===== src/rtl/maxpool2x2_stream.sv =====
// 2x2 stride-2 max-pooling over a raster-ordered, valid-qualified sample stream.
// A pair register forms horizontal maxima, and a half-row line buffer holds the even-row maxima.
module maxpool2x2_stream #(
  parameter int DATA_W = 22,
  parameter int IMG_W  = 24,
  parameter int IMG_H  = 24
) (
  input  logic                     clk,
  input  logic                     rstn,
  input  logic                     in_valid,
  input  logic signed [DATA_W-1:0] in_data,
  output logic                     pool_valid,
  output logic signed [DATA_W-1:0] pool_data,
  output logic                     frame_done
);

  localparam int HALF_W = IMG_W / 2;
  localparam int HALF_H = IMG_H / 2;
  localparam int HW     = (HALF_W > 1) ? $clog2(HALF_W) : 1;
  localparam int VW     = (HALF_H > 1) ? $clog2(HALF_H) : 1;

  // The column is {col_pair, col_odd} and the row is {row_pair, row_odd}.
  // col_pair indexes the line buffer directly.
  logic                     col_odd;
  logic [HW-1:0]            col_pair;
  logic                     row_odd;
  logic [VW-1:0]            row_pair;
  logic signed [DATA_W-1:0] pair_reg;
  logic signed [DATA_W-1:0] linebuf [HALF_W];

  logic                     last_col;
  logic                     last_row;
  logic signed [DATA_W-1:0] hmax;
  logic signed [DATA_W-1:0] lb_rd;
  logic signed [DATA_W-1:0] win_max;

  assign last_col = col_odd && (col_pair == HW'(HALF_W - 1));
  assign last_row = row_odd && (row_pair == VW'(HALF_H - 1));
  assign hmax     = (in_data > pair_reg) ? in_data : pair_reg;
  assign lb_rd    = linebuf[col_pair];
  assign win_max  = (lb_rd > hmax) ? lb_rd : hmax;

  always_ff @(posedge clk or negedge rstn) begin
    if (!rstn) begin
      col_odd    <= 1'b0;
      col_pair   <= '0;
      row_odd    <= 1'b0;
      row_pair   <= '0;
      pair_reg   <= '0;
      pool_valid <= 1'b0;
      pool_data  <= '0;
      frame_done <= 1'b0;
    end else begin
      pool_valid <= 1'b0;
      frame_done <= 1'b0;
      if (in_valid) begin
        col_odd <= ~col_odd;
        if (!col_odd) begin
          pair_reg <= in_data;
        end else begin
          if (row_odd) begin
            pool_valid <= 1'b1;
            pool_data  <= win_max;
            frame_done <= last_col && last_row;
          end
          if (last_col) begin
            col_pair <= '0;
            row_odd  <= ~row_odd;
            if (row_odd) begin
              row_pair <= last_row ? '0 : row_pair + VW'(1);
            end
          end else begin
            col_pair <= col_pair + HW'(1);
          end
        end
      end
    end
  end

  // The line buffer has no reset: every entry is written on an even row before the odd row reads it.
  always_ff @(posedge clk) begin
    if (in_valid && col_odd && !row_odd) begin
      linebuf[col_pair] <= hmax;
    end
  end

endmodule

===== config.mk =====
export PLATFORM = sky130hd
export DESIGN_NAME = maxpool2x2_stream
export DESIGN_NICKNAME = d
export VERILOG_FILES = /design/src/rtl/maxpool2x2_stream.sv
export SDC_FILE = /design/constraint.sdc
export NUM_CORES = 1
export LEC_CHECK = 0
export CELL_PAD_IN_SITES_DETAIL_PLACEMENT = 0
export CELL_PAD_IN_SITES_GLOBAL_PLACEMENT = 1
export CORE_AREA = 2 2 254 193
export CTS_CLUSTER_DIAMETER = 60
export DETAILED_ROUTE_END_ITERATION = 8
export DIE_AREA = 0 0 256 195
export DONT_BUFFER_PORTS = 1
export GPL_ROUTABILITY_DRIVEN = 1
export PLACE_DENSITY_LB_ADDON = 0.1
export SYNTH_ARGS = -nofsm -noshare
export SYNTH_HDL_FRONTEND = slang
export SYNTH_SLANG_ARGS = --single-unit

===== constraint.sdc =====
create_clock -name clk -period 4.7 [get_ports clk]
set_input_delay 0 -clock clk [delete_from_list [all_inputs] [get_ports clk]]
set_output_delay 0 -clock clk [all_outputs]
set_load 0.02 [all_outputs]

==> flow_metrics.tcl, run 1 <==
set metrics [dict create \
    crit_fanout 15 \
    max-vdd-ir-drop_mv 0.370 \
    ys_ff_latch 320 \
    p_leak_nw 6.41 \
    root_buffer "clkbuf_16" \
    end_kind "flip-flop" \
    syn_avg_cell_area_sq_um 14.1 \
    slew_viol_final 0 \
    finalSetupTns_ns 0 \
    cts_tree "done" \
    grt_pass1_vias 8808 \
    final_cell_mix "edfxtp_1, nand2_1, buf_4, mux4_2, dfrtp_1" \
    worstSetupPathType "reg2reg" \
    detail_route.first_pass.iterations 5 \
    cts.sinks 320 \
    diodes 0 \
    routed_wl_microns 39800 \
    syn2layout_area_growth_pct 18.7 \
    critical_path.max_stage_delay_ns 0.38 \
    final_common_cell "edfxtp_1" \
    yosysSeqAreaShare_pct 62.1 \
    synth_cell_types 42 \
    viasPerCell 4.92 \
    die_w_microns 256 \
    initial_utilization_pct 31.8 \
    stdcell_count 1829 \
    h-tree-depth 2 \
    crit_family "compound AO/OA/AOI/OAI gates" \
    tritoncts.num_buffers 36 \
    nFillCells 4533 \
    arrival_ns 4.95 \
    required_ns 5.10 \
    grt_antenna_before_repair 1 \
    setup_viol 0 \
    drive_gt1_share_pct 22.5 \
    place_area_sq_mm 0.0163 \
    grt_max_degree 77 \
    drc 0 \
    crit_chain "inv_1 > ha_2 > buf_4 > nand2_1 > nor2_1 > a311oi_2 > buf_4 > nand3_4 > buf_4 > mux2_2 > and3_1 > ha_1 > a21oi_1 > o21ai_1 > buf_4 > a221oi_2 > o211ai_1 > mux2_2 > nand2_2 > buf_8 > o211ai_1" \
    place.gp.congestion 0.739 \
    dpl.hpwl_microns 25500 \
    die_area_sq_mm 0.0499 \
    crit_buf_inv 6 \
    clk_latency_ns 0.53 \
    fin_skew_ns 0.0168 \
    ios 49 \
    syn-cell-area_sq_mm 0.0150 \
    hp-class "in2async" \
    vias 9001 \
    rows 69 \
    startpoint_type "flip-flop" \
    drtIter0Drc 751 \
    syn_nets 1139 \
    ys_warn_count 0 \
    power_density_mw_per_mm2 737 \
    max_freq_mhz 219 \
    period_minus_slack_ns 4.56 \
    clk_transition_reported_paths_ns 0.07 \
    largest_reg_flops 264 \
    outcome "completed" \
    worst_slew_pin_slew_ns 0.841 \
    die_h_microns 195 \
    period_share_pct 96.9 \
    relSlewSlack_pct 43.9 \
    hold_viol 0 \
    slowest_stage "dfrtp_1" \
    fin_nets 1237 \
    stdcell_area_sq_mm 0.0178 \
    crit_top_cell "buf_4" \
    maxCapViolCount 0 \
    total_power_mw 13.1 \
    dp.cells 1730 \
    core-area_sq_mm 0.0472 \
    port_buffers 0 \
    cts_buffer_depth 3 \
    post_drt_wl_per_cell_microns 21.7 \
    grt_util_all_layers_pct 15.8 \
    antenna_left 0 \
    grt.overflow.total 0 \
    grt_pass1_wl_microns 59200 \
    synthCells 1065 \
]
## logic make-up (layout without fill, tap and decap cells)
group / after synthesis / in the layout / synth area share, %
buffers and inverters: 114 / 238 / 3.20
flip-flops: 320 / 320 / 62.1
XOR/XNOR: 1 / 1 / 0.0583
AND/OR/NAND/NOR: 313 / 314 / 10.6
adder cells (fa/ha/maj): 49 / 49 / 4.08
multiplexers: 139 / 139 / 15.0
AO/OA/AOI/OAI: 129 / 129 / 4.97
## layer usage
metal / up-vias / GRT usage (%) / part of all wire (%)
li1: 4234 / - / -
met5: - / 0 / 0
met2: 133 / 23.2 / 43
met4: 0 / 3.31 / 1.6
met1: 4582 / 24.5 / 52
met3: 52 / 2.69 / 3.9
## layout make-up
| class | instances | area, sq um | area share (%) |
|---|---|---|---|
| inverters | 49 | 184 | 1.03 |
| flip-flops and latches | 320 | 9340 | 52.3 |
| multi-input cells | 632 | 5270 | 29.6 |
| clock inverters | 20 | 159 | 0.891 |
| well taps | 639 | 800 | 4.48 |
| repair buffers | 124 | 1120 | 6.28 |
| clock buffers | 45 | 966 | 5.42 |
## power by group
group,total [mW],leakage (nW),switching [mW],internal (mW)
clock,2.72,0.542,1.19,1.54
sequential,4.53,3.09,0.454,4.07
combinational,5.89,2.78,3.34,2.55
total,13.1,6.41,4.98,8.16
## what timing repair did
item                                   4_1_cts  5_1_grt
setup endpoints to repair                    0       22
hold buffers                                25        0
setup buffers                                0        6
endpoints found under the hold margin       90        0
gates resized for setup                      0       17
## path summary, 6_finish.rpt
kind	to	from	slack, ns	cells after the start
worst max-delay path	pool_data[17]	pair_reg[21]	0.14	21
worst min-delay path	col_pair[1]	rstn	0.04	2
worst max register to register	pool_data[17]	pair_reg[21]	0.14	21
worst min register to register	row_pair[2]	row_pair[2]	0.53	1
max in group asynchronous	pair_reg[13]	rstn	4.37	2
min in group clk	pair_reg[20]	in_valid	0.08	4
## through the flow
stage | hold WS (ns) | worst slack (ns) | utilization [%]
after floorplan | -0.296 | 0.597 | -
after detailed placement | -0.294 | 0.0770 | 34.5
after global routing | 0.0587 | -0.00210 | 37.8
after CTS | 0.0494 | 0.0425 | 37.5
final | 0.0384 | 0.144 | 37.8
after global placement | -0.294 | 0.134 | 34.5
## synthesized netlist by cell type, drive strengths merged
master / n / share of area [%]
dfrtp: 56 / 9.3
clkbuf: 38 / 0.95
o211ai: 22 / 1.1
o31ai: 2 / 0.10
and2: 12 / 0.50
nand3: 52 / 1.8
a21boi: 2 / 0.10
a221oi: 1 / 0.058
xor2: 1 / 0.058
a221o: 1 / 0.067
nor3: 26 / 0.87
nor4b: 2 / 0.12
nand2b: 26 / 1.1
edfxtp: 264 / 53
buf: 27 / 1.0
nand3b: 2 / 0.10
a21o: 2 / 0.10
a311oi: 1 / 0.10
and4: 6 / 0.35
nand2: 103 / 2.6
nor4: 3 / 0.22
mux4: 66 / 9.9
o21ai: 53 / 1.8
a31oi: 1 / 0.042
a22oi: 1 / 0.083
nor2b: 22 / 0.92
inv: 49 / 1.2
nor2: 31 / 0.77
nand4: 6 / 0.35
and3: 21 / 0.87
mux2i: 46 / 3.1
a22o: 1 / 0.058
or3: 1 / 0.075
ha: 49 / 4.1
a21oi: 42 / 1.4
mux2: 27 / 2.0
Power figures use the tool's default switching activity.
==> run 2, diff against run 1 <==
HOLD_SLACK_MARGIN = 0.06   (was default)
==> flow_metrics.tcl, run 2 (same netlist as run 1, synthesis figures left out) <==
set metrics [dict create \
    worstSetupPathType "reg2reg" \
    place.gp.congestion 0.739 \
    h-tree-depth 2 \
    post_drt_wl_per_cell_microns 21.8 \
    outcome "completed" \
    die_h_microns 195 \
    syn2layout_area_growth_pct 19.0 \
    detail_route.first_pass.iterations 5 \
    r2r_cells 21 \
    dp.cells 1730 \
    arrival_ns 4.95 \
    routed_wl_microns 39900 \
    fin_nets 1239 \
    period_share_pct 96.9 \
    die_area_sq_mm 0.0499 \
    internal_power_mw 8.16 \
    antenna_left 0 \
    swShare_pct 37.9 \
    port_buffers 0 \
    drive_gt1_share_pct 22.6 \
    relSlewSlack_pct 42.9 \
    drc 0 \
    setup_ws_ns 0.146 \
    startpoint_type "flip-flop" \
    clk_transition_reported_paths_ns 0.06 \
    drtIter0Drc 684 \
    hp-start "in_valid" \
    grt_pass1_vias 8830 \
    cts.sinks 320 \
    setup_viol 0 \
    vias 8985 \
    detailedPlace.worstSlack_ns 0.0770 \
    stdcell_count 1831 \
    grt_util_all_layers_pct 15.9 \
    stdcell_area_sq_mm 0.0179 \
    final_cell_mix "edfxtp_1, nand2_1, buf_4, mux4_2, dfrtp_1" \
    grt_max_degree 77 \
    hold_viol 0 \
    root_buffer "clkbuf_16" \
    grt.overflow.total 0 \
    p_leak_nw 6.43 \
    hp-class "in2reg" \
    grt_antenna_before_repair 1 \
    fin_skew_ns 0.0172 \
    pwr-share-clk_pct 20.7 \
    die_w_microns 256 \
    timing.rr.end "pool_data[17]" \
    clk_latency_ns 0.53 \
    end_kind "flip-flop" \
    crit_fanout 15 \
    power_density_mw_per_mm2 735 \
    rrSetupSlack_ns 0.15 \
    period_minus_slack_ns 4.55 \
    power.switching_mw 4.98 \
    max_freq_mhz 220 \
    seqPwrFrac_pct 34.5 \
    grt_pass1_wl_microns 59500 \
    rows 69 \
    viasPerCell 4.91 \
    r2r-start "pair_reg[21]" \
    core-area_sq_mm 0.0472 \
    place_area_sq_mm 0.0163 \
    ios 49 \
    cts_buffer_depth 3 \
    required_ns 5.09 \
    final_common_cell "edfxtp_1" \
    pwr-share-comb_pct 44.8 \
    min_to "pair_reg[20]" \
    slew_viol_final 0 \
    cts_tree "done" \
    maxCapViolCount 0 \
    dpl.hpwl_microns 25500 \
    initial_utilization_pct 31.8 \
    tritoncts.num_buffers 36 \
    worst_slew_pin_slew_ns 0.856 \
    max-vdd-ir-drop_mv 0.370 \
    diodes 0 \
    largest_reg_flops 264 \
    hold_depth 4 \
]
[run 2: through the flow]
stage / TNS (ns) / utilization (%) / hold WS (ns) / power, mW
6_report: 0 / 37.8 / 0.0817 / 13.1
4_1_cts: 0 / 37.6 / 0.0674 / 13.1
3_3_place_gp: 0 / 34.5 / -0.294 / 10.2
3_5_place_dp: 0 / 34.5 / -0.294 / 10.2
5_1_grt: -0.00304 / 37.8 / 0.111 / 14.1
2_1_floorplan: 0 / - / -0.296 / 7.93
[run 2: critical path: stages, from the launching register on]
cell and delay [ns]:
dfrtp_1 0.38, inv_1 0.07, ha_2 0.29, buf_4 0.19
nand2_1 0.07, nor2_1 0.07, a311oi_2 0.38, buf_4 0.21
nand3_4 0.16, buf_4 0.20, mux2_2 0.26, and3_1 0.19
ha_1 0.32, a21oi_1 0.16, o21ai_1 0.11, buf_4 0.16
a221oi_2 0.28, o211ai_1 0.19, mux2_2 0.33, nand2_2 0.15
buf_8 0.16, o211ai_1 0.09
[run 2: per-layer routing]
layer  wire, microns  track usage, %  up-vias  part of all wire (%)
li1                -               -     4235                     -
met1           20500            24.6     4547                    52
met2           17100            23.3      151                    43
met3            1610            2.67       52                   4.0
met4             637            3.31        0                   1.6
met5               0               0        -                     0
[run 2: what timing repair did]
action | in CTS | in global routing
setup buffers | 0 | 6
hold endpoints to repair | 90 | 0
hold buffers | 27 | 0
setup endpoints to repair | 0 | 22
resized for setup | 0 | 17
[run 2: worst max-delay path by stage]
stage | startpoint | to | slack, ns | depth (start not counted)
after floorplan | pair_reg[21] | pool_data[10] | 0.60 | 19
after global placement | pair_reg[21] | pool_data[16] | 0.13 | 22
after detailed placement | pair_reg[16] | pool_data[18] | 0.08 | 21
after CTS | pair_reg[16] | pool_data[17] | 0.04 | 21
after global routing | pair_reg[21] | pool_data[14] | -0.002 | 22
final | pair_reg[21] | pool_data[17] | 0.15 | 21
[run 2: layout make-up]
cell class / count / area (sq um)
repair buffers: 126 / 1160
clock inverters: 20 / 159
flip-flops and latches: 320 / 9340
clock buffers: 45 / 966
fillers: 4531 / 29400
multi-input cells: 632 / 5270
well taps: 639 / 800
inverters: 49 / 184
[run 2: power groups by stage]
stage                     Combinational [mW]  Clock, mW  Sequential (mW)
final                                   5.89       2.72             4.53
after global routing                    6.55       2.92             4.58
after CTS                               5.69       2.81             4.55
after detailed placement                5.63          0             4.61
after global placement                  5.61          0             4.61
after floorplan                         3.57          0             4.37
==> run 3, diff against run 2 <==
MAX_ROUTING_LAYER = met4   (was default)
==> flow_metrics.tcl, run 3 (same netlist as run 1, synthesis figures left out) <==
set metrics [dict create \
    startpoint_type "flip-flop" \
    port_buffers 0 \
    hp-class "in2reg" \
    post_drt_wl_per_cell_microns 21.8 \
    die_w_microns 256 \
    root_buffer "clkbuf_16" \
    slew_viol_final 0 \
    period_share_pct 96.8 \
    grt_antenna_before_repair 1 \
    routed_wl_microns 39900 \
    cts_tree "done" \
    initial_utilization_pct 31.8 \
    place.gp.congestion 0.749 \
    vias 8943 \
    p_leak_nw 6.43 \
    drive_gt1_share_pct 22.6 \
    stdcell_area_sq_mm 0.0179 \
    detail_route.first_pass.iterations 7 \
    viasPerCell 4.88 \
    final_cell_mix "edfxtp_1, nand2_1, buf_4, mux4_2, dfrtp_1" \
    clk_transition_reported_paths_ns 0.06 \
    rows 69 \
    stdcell_count 1831 \
    antenna_left 0 \
    die_h_microns 195 \
    fin_nets 1239 \
    crit_family "compound AO/OA/AOI/OAI gates" \
    dpl.hpwl_microns 25500 \
    diodes 0 \
    syn2layout_area_growth_pct 19.0 \
    grt_pass1_vias 8824 \
    grt_util_all_layers_pct 16.4 \
    outcome "completed" \
    final_common_cell "edfxtp_1" \
    hold_viol 0 \
    relSlewSlack_pct 42.8 \
    crit_chain "inv_1 > ha_2 > buf_4 > nand2_1 > nor2_1 > a311oi_2 > buf_4 > nand3_4 > buf_4 > mux2_2 > and3_1 > ha_1 > a21oi_1 > o21ai_1 > buf_4 > a221oi_2 > o211ai_1 > mux2_2 > nand2_2 > buf_8 > o211ai_1" \
    tritoncts.num_buffers 36 \
    slowest_stage "dfrtp_1" \
    cts.sinks 320 \
    core-area_sq_mm 0.0472 \
    period_minus_slack_ns 4.55 \
    critical_path.max_stage_delay_ns 0.38 \
    clk_latency_ns 0.53 \
    end_kind "flip-flop" \
    regArea_sq_mm 0.00934 \
    dp.cells 1730 \
    power_density_mw_per_mm2 736 \
    drc 0 \
    hold_ws_ns 0.0800 \
    h-tree-depth 2 \
    setup_viol 0 \
    final_util_pct 37.8 \
    grt.overflow.total 0 \
    crit_fanout 15 \
    grt_pass1_wl_microns 59500 \
    crit_buf_inv 6 \
    max-vdd-ir-drop_mv 0.368 \
    required_ns 5.09 \
    nFillCells 4531 \
    die_area_sq_mm 0.0499 \
    worst_slew_pin_slew_ns 0.859 \
    cts_buffer_depth 3 \
    total_power_mw 13.1 \
    largest_reg_flops 264 \
    arrival_ns 4.94 \
    max_freq_mhz 220 \
    ios 49 \
    maxCapViolCount 0 \
    drtIter0Drc 689 \
    place_area_sq_mm 0.0163 \
    grt_max_degree 77 \
    multi_input_area_sq_mm 0.00527 \
    worstSetupPathType "reg2reg" \
    fin_skew_ns 0.0184 \
    crit_top_cell "buf_4" \
]
## run 3: cell type report
type | count | share of cell area [%]
Clock buffer | 45 | 5.40
Inverter | 49 | 1.03
Sequential cell | 320 | 52.2
Clock inverter | 20 | 0.889
Tap cell | 639 | 4.47
Multi-Input combinational cell | 632 | 29.5
Timing Repair Buffer | 126 | 6.48
## run 3: power breakdown
group	switching, mW	leakage (nW)	internal [mW]	total (mW)
Sequential	0.454	3.09	4.07	4.53
Combinational	3.34	2.79	2.55	5.89
Clock	1.19	0.542	1.54	2.73
## run 3: final timing paths
path	start	endpoint	slack, ns	cells after the start
max in group asynchronous	rstn	col_pair[0]	3.69	4
worst min register to register	row_pair[2]	row_pair[2]	0.53	1
worst max register to register	pair_reg[21]	pool_data[17]	0.15	21
worst min-delay path	in_valid	pair_reg[20]	0.08	4
min in group asynchronous	rstn	pair_reg[6]	0.53	3
worst max-delay path	pair_reg[21]	pool_data[17]	0.15	21
## run 3: what timing repair did
item	CTS	global route
endpoints found under the setup margin	0	22
resized for setup	0	17
buffers inserted	0	6
hold buffers	27	0
endpoints found under the hold margin	90	0
## run 3: through the flow
step                      TNS (ns)  setup slack, ns
final                            0            0.152
after global routing      -0.00305         -0.00210
after CTS                        0           0.0425
after detailed placement         0           0.0770
after global placement           0            0.134
after floorplan                  0            0.597
## run 3: layer usage
metal | GRT usage, % | wire length [microns] | vias to the layer above
li1 | - | - | 4234
met3 | 2.67 | 1430 | 52
met5 | - | 0 | -
met2 | 23.4 | 17100 | 134
met4 | 3.31 | 633 | 0
met1 | 24.6 | 20700 | 4523
## run 3: worst register-to-register path: cells and delay by family (launching register included)
family	cells	cell delay, ns
DFF	1	0.38
and+or+nand+nor	5	0.64
muxes	2	0.59
buffers and inverters	6	0.99
AOI/OAI and AO/OA	6	1.20
adders and majority gates	2	0.61
